<file path="src/rtl/rf_wport_sched.sv">
// Register-file write-port arbiter (WB vs long-latency unit) with a busy scoreboard for LLU destinations.
// Optional same-cycle RAW bypass on LLU write-back when RF_WPORT_BYPASS_EN is defined.
module rf_wport_sched #(
    parameter int XLEN           = 32,
    parameter int REG_ADDR_WIDTH = 5,
    parameter int NUM_REGS       = 32,
    parameter int MAX_STARVE     = 4
) (
    input  logic                      clk,
    input  logic                      reset,
    input  logic                      wb_valid,
    input  logic [REG_ADDR_WIDTH-1:0] wb_rd,
    input  logic [XLEN-1:0]           wb_data,
    output logic                      wb_ready,
    input  logic                      llu_valid,
    input  logic [REG_ADDR_WIDTH-1:0] llu_rd,
    input  logic [XLEN-1:0]           llu_data,
    output logic                      llu_ready,
    input  logic                      iss_valid,
    input  logic                      iss_long,
    input  logic [REG_ADDR_WIDTH-1:0] iss_rd,
    input  logic [REG_ADDR_WIDTH-1:0] iss_rs1,
    input  logic [REG_ADDR_WIDTH-1:0] iss_rs2,
    output logic                      iss_stall,
    output logic                      rf_wr_en,
    output logic [REG_ADDR_WIDTH-1:0] rf_rd,
    output logic [XLEN-1:0]           rf_write_data,
    output logic [NUM_REGS-1:0]       busy_vec
);

    logic [NUM_REGS-1:0] busy_q;
    logic [NUM_REGS-1:0] busy_nxt;
    logic [3:0]          starve_cnt;
    logic                starved;
    logic                wb_gnt;
    logic                llu_gnt;
    logic                rs1_busy, rs2_busy, rd_busy;
    logic                rs1_byp, rs2_byp;
    logic                set_en;

    assign starved = (starve_cnt >= 4'(MAX_STARVE));
    assign llu_gnt = !reset && llu_valid && (!wb_valid || starved);
    assign wb_gnt  = !reset && wb_valid && !llu_gnt;

    // Idle requesters report ready so they can present a result without a bubble.
    assign wb_ready  = !reset && (wb_gnt || !wb_valid);
    assign llu_ready = !reset && (llu_gnt || !llu_valid);

    always_comb begin
        rf_wr_en      = 1'b0;
        rf_rd         = '0;
        rf_write_data = '0;
        if (llu_gnt) begin
            rf_rd         = llu_rd;
            rf_write_data = llu_data;
            rf_wr_en      = (llu_rd != '0);
        end else if (wb_gnt) begin
            rf_rd         = wb_rd;
            rf_write_data = wb_data;
            rf_wr_en      = (wb_rd != '0);
        end
    end

    // Index 0 is skipped so x0 can never report busy.
    always_comb begin
        rs1_busy = 1'b0;
        rs2_busy = 1'b0;
        rd_busy  = 1'b0;
        for (int i = 1; i < NUM_REGS; i++) begin
            if (iss_rs1 == REG_ADDR_WIDTH'(i)) rs1_busy = busy_q[i];
            if (iss_rs2 == REG_ADDR_WIDTH'(i)) rs2_busy = busy_q[i];
            if (iss_rd  == REG_ADDR_WIDTH'(i)) rd_busy  = busy_q[i];
        end
    end

`ifdef RF_WPORT_BYPASS_EN
    assign rs1_byp = llu_gnt && (llu_rd == iss_rs1);
    assign rs2_byp = llu_gnt && (llu_rd == iss_rs2);
`else
    assign rs1_byp = 1'b0;
    assign rs2_byp = 1'b0;
`endif

    assign iss_stall = !reset && iss_valid &&
                       ((rs1_busy && !rs1_byp) || (rs2_busy && !rs2_byp) || rd_busy);

    assign set_en = iss_valid && iss_long && !iss_stall && (iss_rd != '0);

    // Set is applied after clear so a newly issued op keeps ownership of its register.
    always_comb begin
        busy_nxt = busy_q;
        for (int i = 1; i < NUM_REGS; i++) begin
            if (llu_gnt && llu_rd == REG_ADDR_WIDTH'(i)) busy_nxt[i] = 1'b0;
            if (set_en && iss_rd == REG_ADDR_WIDTH'(i))  busy_nxt[i] = 1'b1;
        end
        busy_nxt[0] = 1'b0;
    end

    always_ff @(posedge clk) begin
        if (reset) begin
            busy_q     <= '0;
            starve_cnt <= '0;
        end else begin
            busy_q <= busy_nxt;
            if (!llu_valid || llu_gnt)
                starve_cnt <= '0;
            else if (!starved)
                starve_cnt <= starve_cnt + 4'd1;
        end
    end

    assign busy_vec = busy_q;

endmodule

</file>
<file path="config.mk">
export PLATFORM = sky130hd
export DESIGN_NAME = rf_wport_sched
export DESIGN_NICKNAME = d
export VERILOG_FILES = /design/src/rtl/rf_wport_sched.sv
export SDC_FILE = /design/constraint.sdc
export NUM_CORES = 1
export LEC_CHECK = 0
export ABC_AREA = 1
export CORE_MARGIN = 10
export CORE_UTILIZATION = 35
export CTS_CLUSTER_DIAMETER = 150
export DETAILED_ROUTE_END_ITERATION = 12
export PLACE_DENSITY = 0.69
export SYNTH_ARGS = -nofsm -noshare
export SYNTH_HDL_FRONTEND = slang
export SYNTH_SLANG_ARGS = --single-unit
</file>
<file path="constraint.sdc">
create_clock -name clk -period 5.8 [get_ports clk]
set_input_delay 1.74 -clock clk [delete_from_list [all_inputs] [get_ports clk]]
set_output_delay 1.74 -clock clk [all_outputs]
set_load 0.01 [all_outputs]
</file>
Yosys cells after proc, flatten, opt, wreduce, memory -nomap -nowiden
Cells that the tools add are included.
- add/sub/neg operators: 1
- magnitude comparators: 1
- equal/unequal tests: 124
- multiplexer cells: 161
- reductions and logical operators: 118
- operators by type and width (operator ; count):
    $eq 5x5->1 const B ; 64
    $eq 5x4->1 const B ; 32
    $mux 1 ; 157
    $eq 5x3->1 const B ; 16
    $logic_and 1x1->1 ; 73
    $mux 32 ; 2
    $reduce_bool 2->1 ; 31
    $eq 5x2->1 const B ; 8
    $eq 5x1->1 const B ; 4
    $reduce_bool 5->1 ; 3
    $mux 5 ; 2
    $logic_not 1->1 ; 5
    $logic_or 1x1->1 ; 5
    $add 4x1->4 const B ; 1
    $ge 4x3->1 const B ; 1
    $reduce_or 2->1 ; 1
- flip-flop bits (word level): 36
- bits of input ports: 95
- output and inout bits: 73
- logic and storage cells: 438

Longest topological paths before layout
Gate-level depths: netlist of run 1.
- word-level depth: 40
- depth in mapped cells: 30
- gate-level depth less buffers: 28

Worst setup path after synthesis of run 1
OpenSTA, ideal clock, no wires.
- path kind: input to output
- start: input iss_rs2[0]
- end: output iss_stall
- data arrival time: 3647 ps
- required time: 4060 ps
- setup slack: 413 ps
- stages on the path: 25
- cells stage by stage: buf_6 inv_2 nor2_2 nand2_1 nor2_1 nor2_1 nand2_1 nand4_1 nor2_1 nand4_1 nand2_1 nand4_1 nand2_1 nand4_1 nand2_1 nand4_1 nand2_1 nand3_1 nand2_1 nand3_2 nor2_2 nand2_2 o21bai_4 buf_6 inv_1
- cells in the longest elaborated chain, start to end: 35
- ends and longest elaborated chain (item ; RTL line ; RTL):
    start, declared ; 23 ; input logic [REG_ADDR_WIDTH-1:0] iss_rs2,
    $eq 5x1->1 ; 71 ; if (iss_rs2 == REG_ADDR_WIDTH'(i)) rs2_busy = busy_q[i];
    $mux 1 (30 in a row) ; 71 ;
    $mux 1 * ; 71 ;
    $logic_or 1x1->1 * (2 in a row) ; 85 ; ((rs1_busy && !rs1_byp) || (rs2_busy && !rs2_byp) || rd_busy);
    $logic_and 1x1->1 * ; 84 ; assign iss_stall = !reset && iss_valid &&
    end, declared ; 24 ; output logic iss_stall,
Mark *: on every way between the ends. The rest lies on a longest branch, timed or not.

Worst setup path in the final report of run 1
- start: input iss_rd[4]
- end: output iss_stall
- cells in the longest elaborated chain, start to end: 34
- ends and longest elaborated chain (item ; RTL line ; RTL):
    start, declared ; 21 ; input logic [REG_ADDR_WIDTH-1:0] iss_rd,
    $eq 5x1->1 ; 72 ; if (iss_rd == REG_ADDR_WIDTH'(i)) rd_busy = busy_q[i];
    $mux 1 (30 in a row) ; 72 ;
    $mux 1 * ; 72 ;
    $logic_or 1x1->1 * ; 85 ;
    $logic_and 1x1->1 * ; 84 ;
Marked as above.

==> results of run 1 <==
==> cells in the final DEF (no fill, tap or decap), types with 6 or more instances in the layout <==
cell / n
o31ai_1: 6
inv_2: 10
a21oi_1: 9
a21oi_2: 29
nor3_1: 16
nor2_1: 77
nand3_1: 22
nand2_2: 6
clkdlybuf4s50_1: 149
o21ai_0: 24
buf_4: 102
clkbuf_8: 6
inv_1: 67
dfxtp_1: 35
nand2_1: 140
nand4_1: 29
a22o_1: 32
clkbuf_2: 11
nand3_2: 31
==> how the worst max path moves through the flow <==
stage	from	end	slack, ns
6_report	iss_rd[4]	iss_stall	0.16
5_1_grt	iss_rd[1]	iss_stall	-0.08
4_1_cts	iss_rs2[1]	iss_stall	0.007
3_5_place_dp	iss_rd[2]	iss_stall	-0.61
3_3_place_gp	iss_rd[2]	iss_stall	-0.61
2_1_floorplan	iss_rs2[0]	iss_stall	0.41
==> registers in the layout, indices dropped and copies added, names as in the netlist <==
signal and count:
busy_vec 31, starve_cnt 4
==> per-stage QoR <==
stage | instance area (µm²) | utilization
floorplan | 3770 | -
global placement | 6230 | 0.598
detailed placement | 6230 | 0.598
CTS | 6370 | 0.611
global route | 6350 | 0.609
finish | 6350 | 0.609
==> critical path, cell delays in order <==
cell,delay [ns]
dlygate4sd2_1,0.27
buf_4,0.16
nor3_2,0.23
nand2_1,0.08
nand2_1,0.10
nand4_1,0.08
nand2_1,0.08
nand4_1,0.09
nor2_1,0.14
nand4_1,0.08
nand2_1,0.07
nand3_1,0.06
nand2_1,0.06
nand3_1,0.06
nand2_1,0.06
nand3_1,0.06
nand2_1,0.07
nand3_2,0.08
o21bai_4,0.18
inv_2,0.05
buf_6,0.12
==> routing by layer <==
metal  share of wire  wire length, µm  track usage  vias to the layer above
li1                -                -            -                     2555
met1            0.37             7230        0.262                     2467
met2            0.48             9370        0.420                      257
met3            0.10             1930       0.0792                       40
met4           0.043              827        0.127                        0
met5               0                0            0                        -
==> area by class of cell <==
cell class | instances | area share
multi-input cells | 465 | 0.416
repair buffers | 271 | 0.380
well taps | 136 | 0.0268
clock inverters | 2 | 0.00552
inverters | 80 | 0.0479
flip-flops and latches | 35 | 0.110
clock buffers | 6 | 0.0130
==> kinds of logic after synthesis <==
logic type,after synthesis
AOI/OAI and AO/OA,119
buffers and inverters,112
xor gates and xnor gates,1
and+or+nand+nor,342
DFF,35
other,1
adders and majority gates,1
==> report_power, final <==
| group | leakage, nW | internal, mW | total, mW | switching, mW |
|---|---|---|---|---|
| Sequential | 0.283 | 0.242 | 0.246 | 0.00395 |
| Combinational | 2.23 | 0.157 | 0.308 | 0.151 |
| Clock | 0.0612 | 0.139 | 0.232 | 0.0924 |
| Total | 2.58 | 0.538 | 0.786 | 0.247 |
==> what timing repair did <==
action / CTS / global route
resized for setup: 30 / 36
endpoints found under the setup margin: 1 / 1
pin swaps: 5 / 20
cloned: 0 / 0
setup buffers: 1 / 0
==> flow_summary.toml, run 1 <==
[outcome]
status = "completed"

[timing]
holdWs_ns = 0.492
fin_tns_setup_ns = 0
fin_skew_ns = 0.00726
rsz0062_at_grt = "true"
setup_violations = 0
min_period_over_period = 0.973
worstMarginPinSlew_ns = 0.523
hold_viol_final = 0
drv_slew = 0
fmax_ghz = 0.177
relSlewSlack = 0.652
layout_setup_ws_ns = 0.157
period_minus_slack_ns = 5.64

[synthesis]
synthesis.area_mm2 = 0.00377
synth_cells = 611
yosysTopAreaCellShare = 0.186
ys_async_sr_fraction = 0
synth_simple_gate_area_share = 0.443
yosys.area_share.xor_xnor = 0.00232
muxShareOfSynthArea = 0
synth_cell_types = 42
synth_top_family_by_area = "simple AND/OR/NAND/NOR gates"
synth_compound_area_frac = 0.240
yosys.cell_count.top_type = "nand2_1"
avgSynthCellArea_um2 = 6.17
synth-main-ff-cell = "dfxtp_1"
yosys_warnings = 0
netlist_top_cells_count = "nand2_1, nor2_1, inv_1"
synth.largest_area_cell = "dfxtp_1"
synth_seq_cells = 35
synth_area_leaders = "dfxtp_1, nand2_1, nand3_2"
synth-edff-count = 0
synth_fa_ha_area_frac = 0.00332
synth_seq_area_share = 0.186

[floorplanning]
core_mm2 = 0.0104
die_h_um = 124
start_util = 0.362
rows = 37
die_area_mm2 = 0.0153
die_w_um = 124
num_io_pins = 168

[cells_and_area]
fin_cells = 995
area_growth_pct = 68.3
antennaDiodeCount = 0
nFillCells = 1025
drive_gt1_frac = 0.262
multi_input_area_mm2 = 0.00264
regArea_um2 = 701
fin_nets = 954

[clocking]
tritoncts = "done"
h-tree-depth = 2
clkSinkCount = 35
cts_inserted_buffers = 5
clockBufferDepth = 2
insertion_delay_ns = 0.29
root_buffer = "clkbuf_8"
cts-hold-fix-buffers = 0
clk_pin_slew_ns = 0.08

[pwr]
power_leakage_nw = 2.58
power_mw = 0.786
ir_drop_mv = 0.0682
powerDensity_mw_per_mm2 = 124

[hold_path]
whs_endpoint = "starve_cnt[1]"
worstHoldStart = "starve_cnt[1]"
hold_class = "reg -> reg"
hold_depth = 2

[detailed_routing]
route.vias.total = 5319
via_per_inst = 5.35
drtPass1Iterations = 7
ant_nets = 0
wl_per_cell_um = 19.4
finalWirelength_um = 19300
drtIter0Drc = 484
drc = 0

[global_route]
grt_max_degree = 36
antenna_found_initial = 0
gr-usage-all-layers = 0.244
grt_pass1_wl_um = 29000
grt_overflow = 0
grt_pass1_vias = 5373

[worst_setup_path]
cp.arrival_ns = 3.90
start_kind = "input port"
r2r_cells = 28
reg2reg_from = "busy_vec[2]"
r2r_slack_ns = 2.64
crit_fanout = 5
worstReg2RegEnd = "busy_vec[8]"
crit_path_end_kind = "output pin"
path_class = "in -> out"
cp.required_ns = 4.06

[placement]
portBuffers = 166
place_hpwl_um = 16100
place_inst = 986
place_congestion = 0.981
dp_slack_ns = -0.611

[flow_run]
drv_cap = 0
Note: power is estimated with default switching activity, not from simulation.
==> run 2: changes to the inputs <==
SLEW_MARGIN = 40   (was unset)
==> results of run 2 <==
Same layout as run 1: the final DEF is identical, and so are final timing and power.
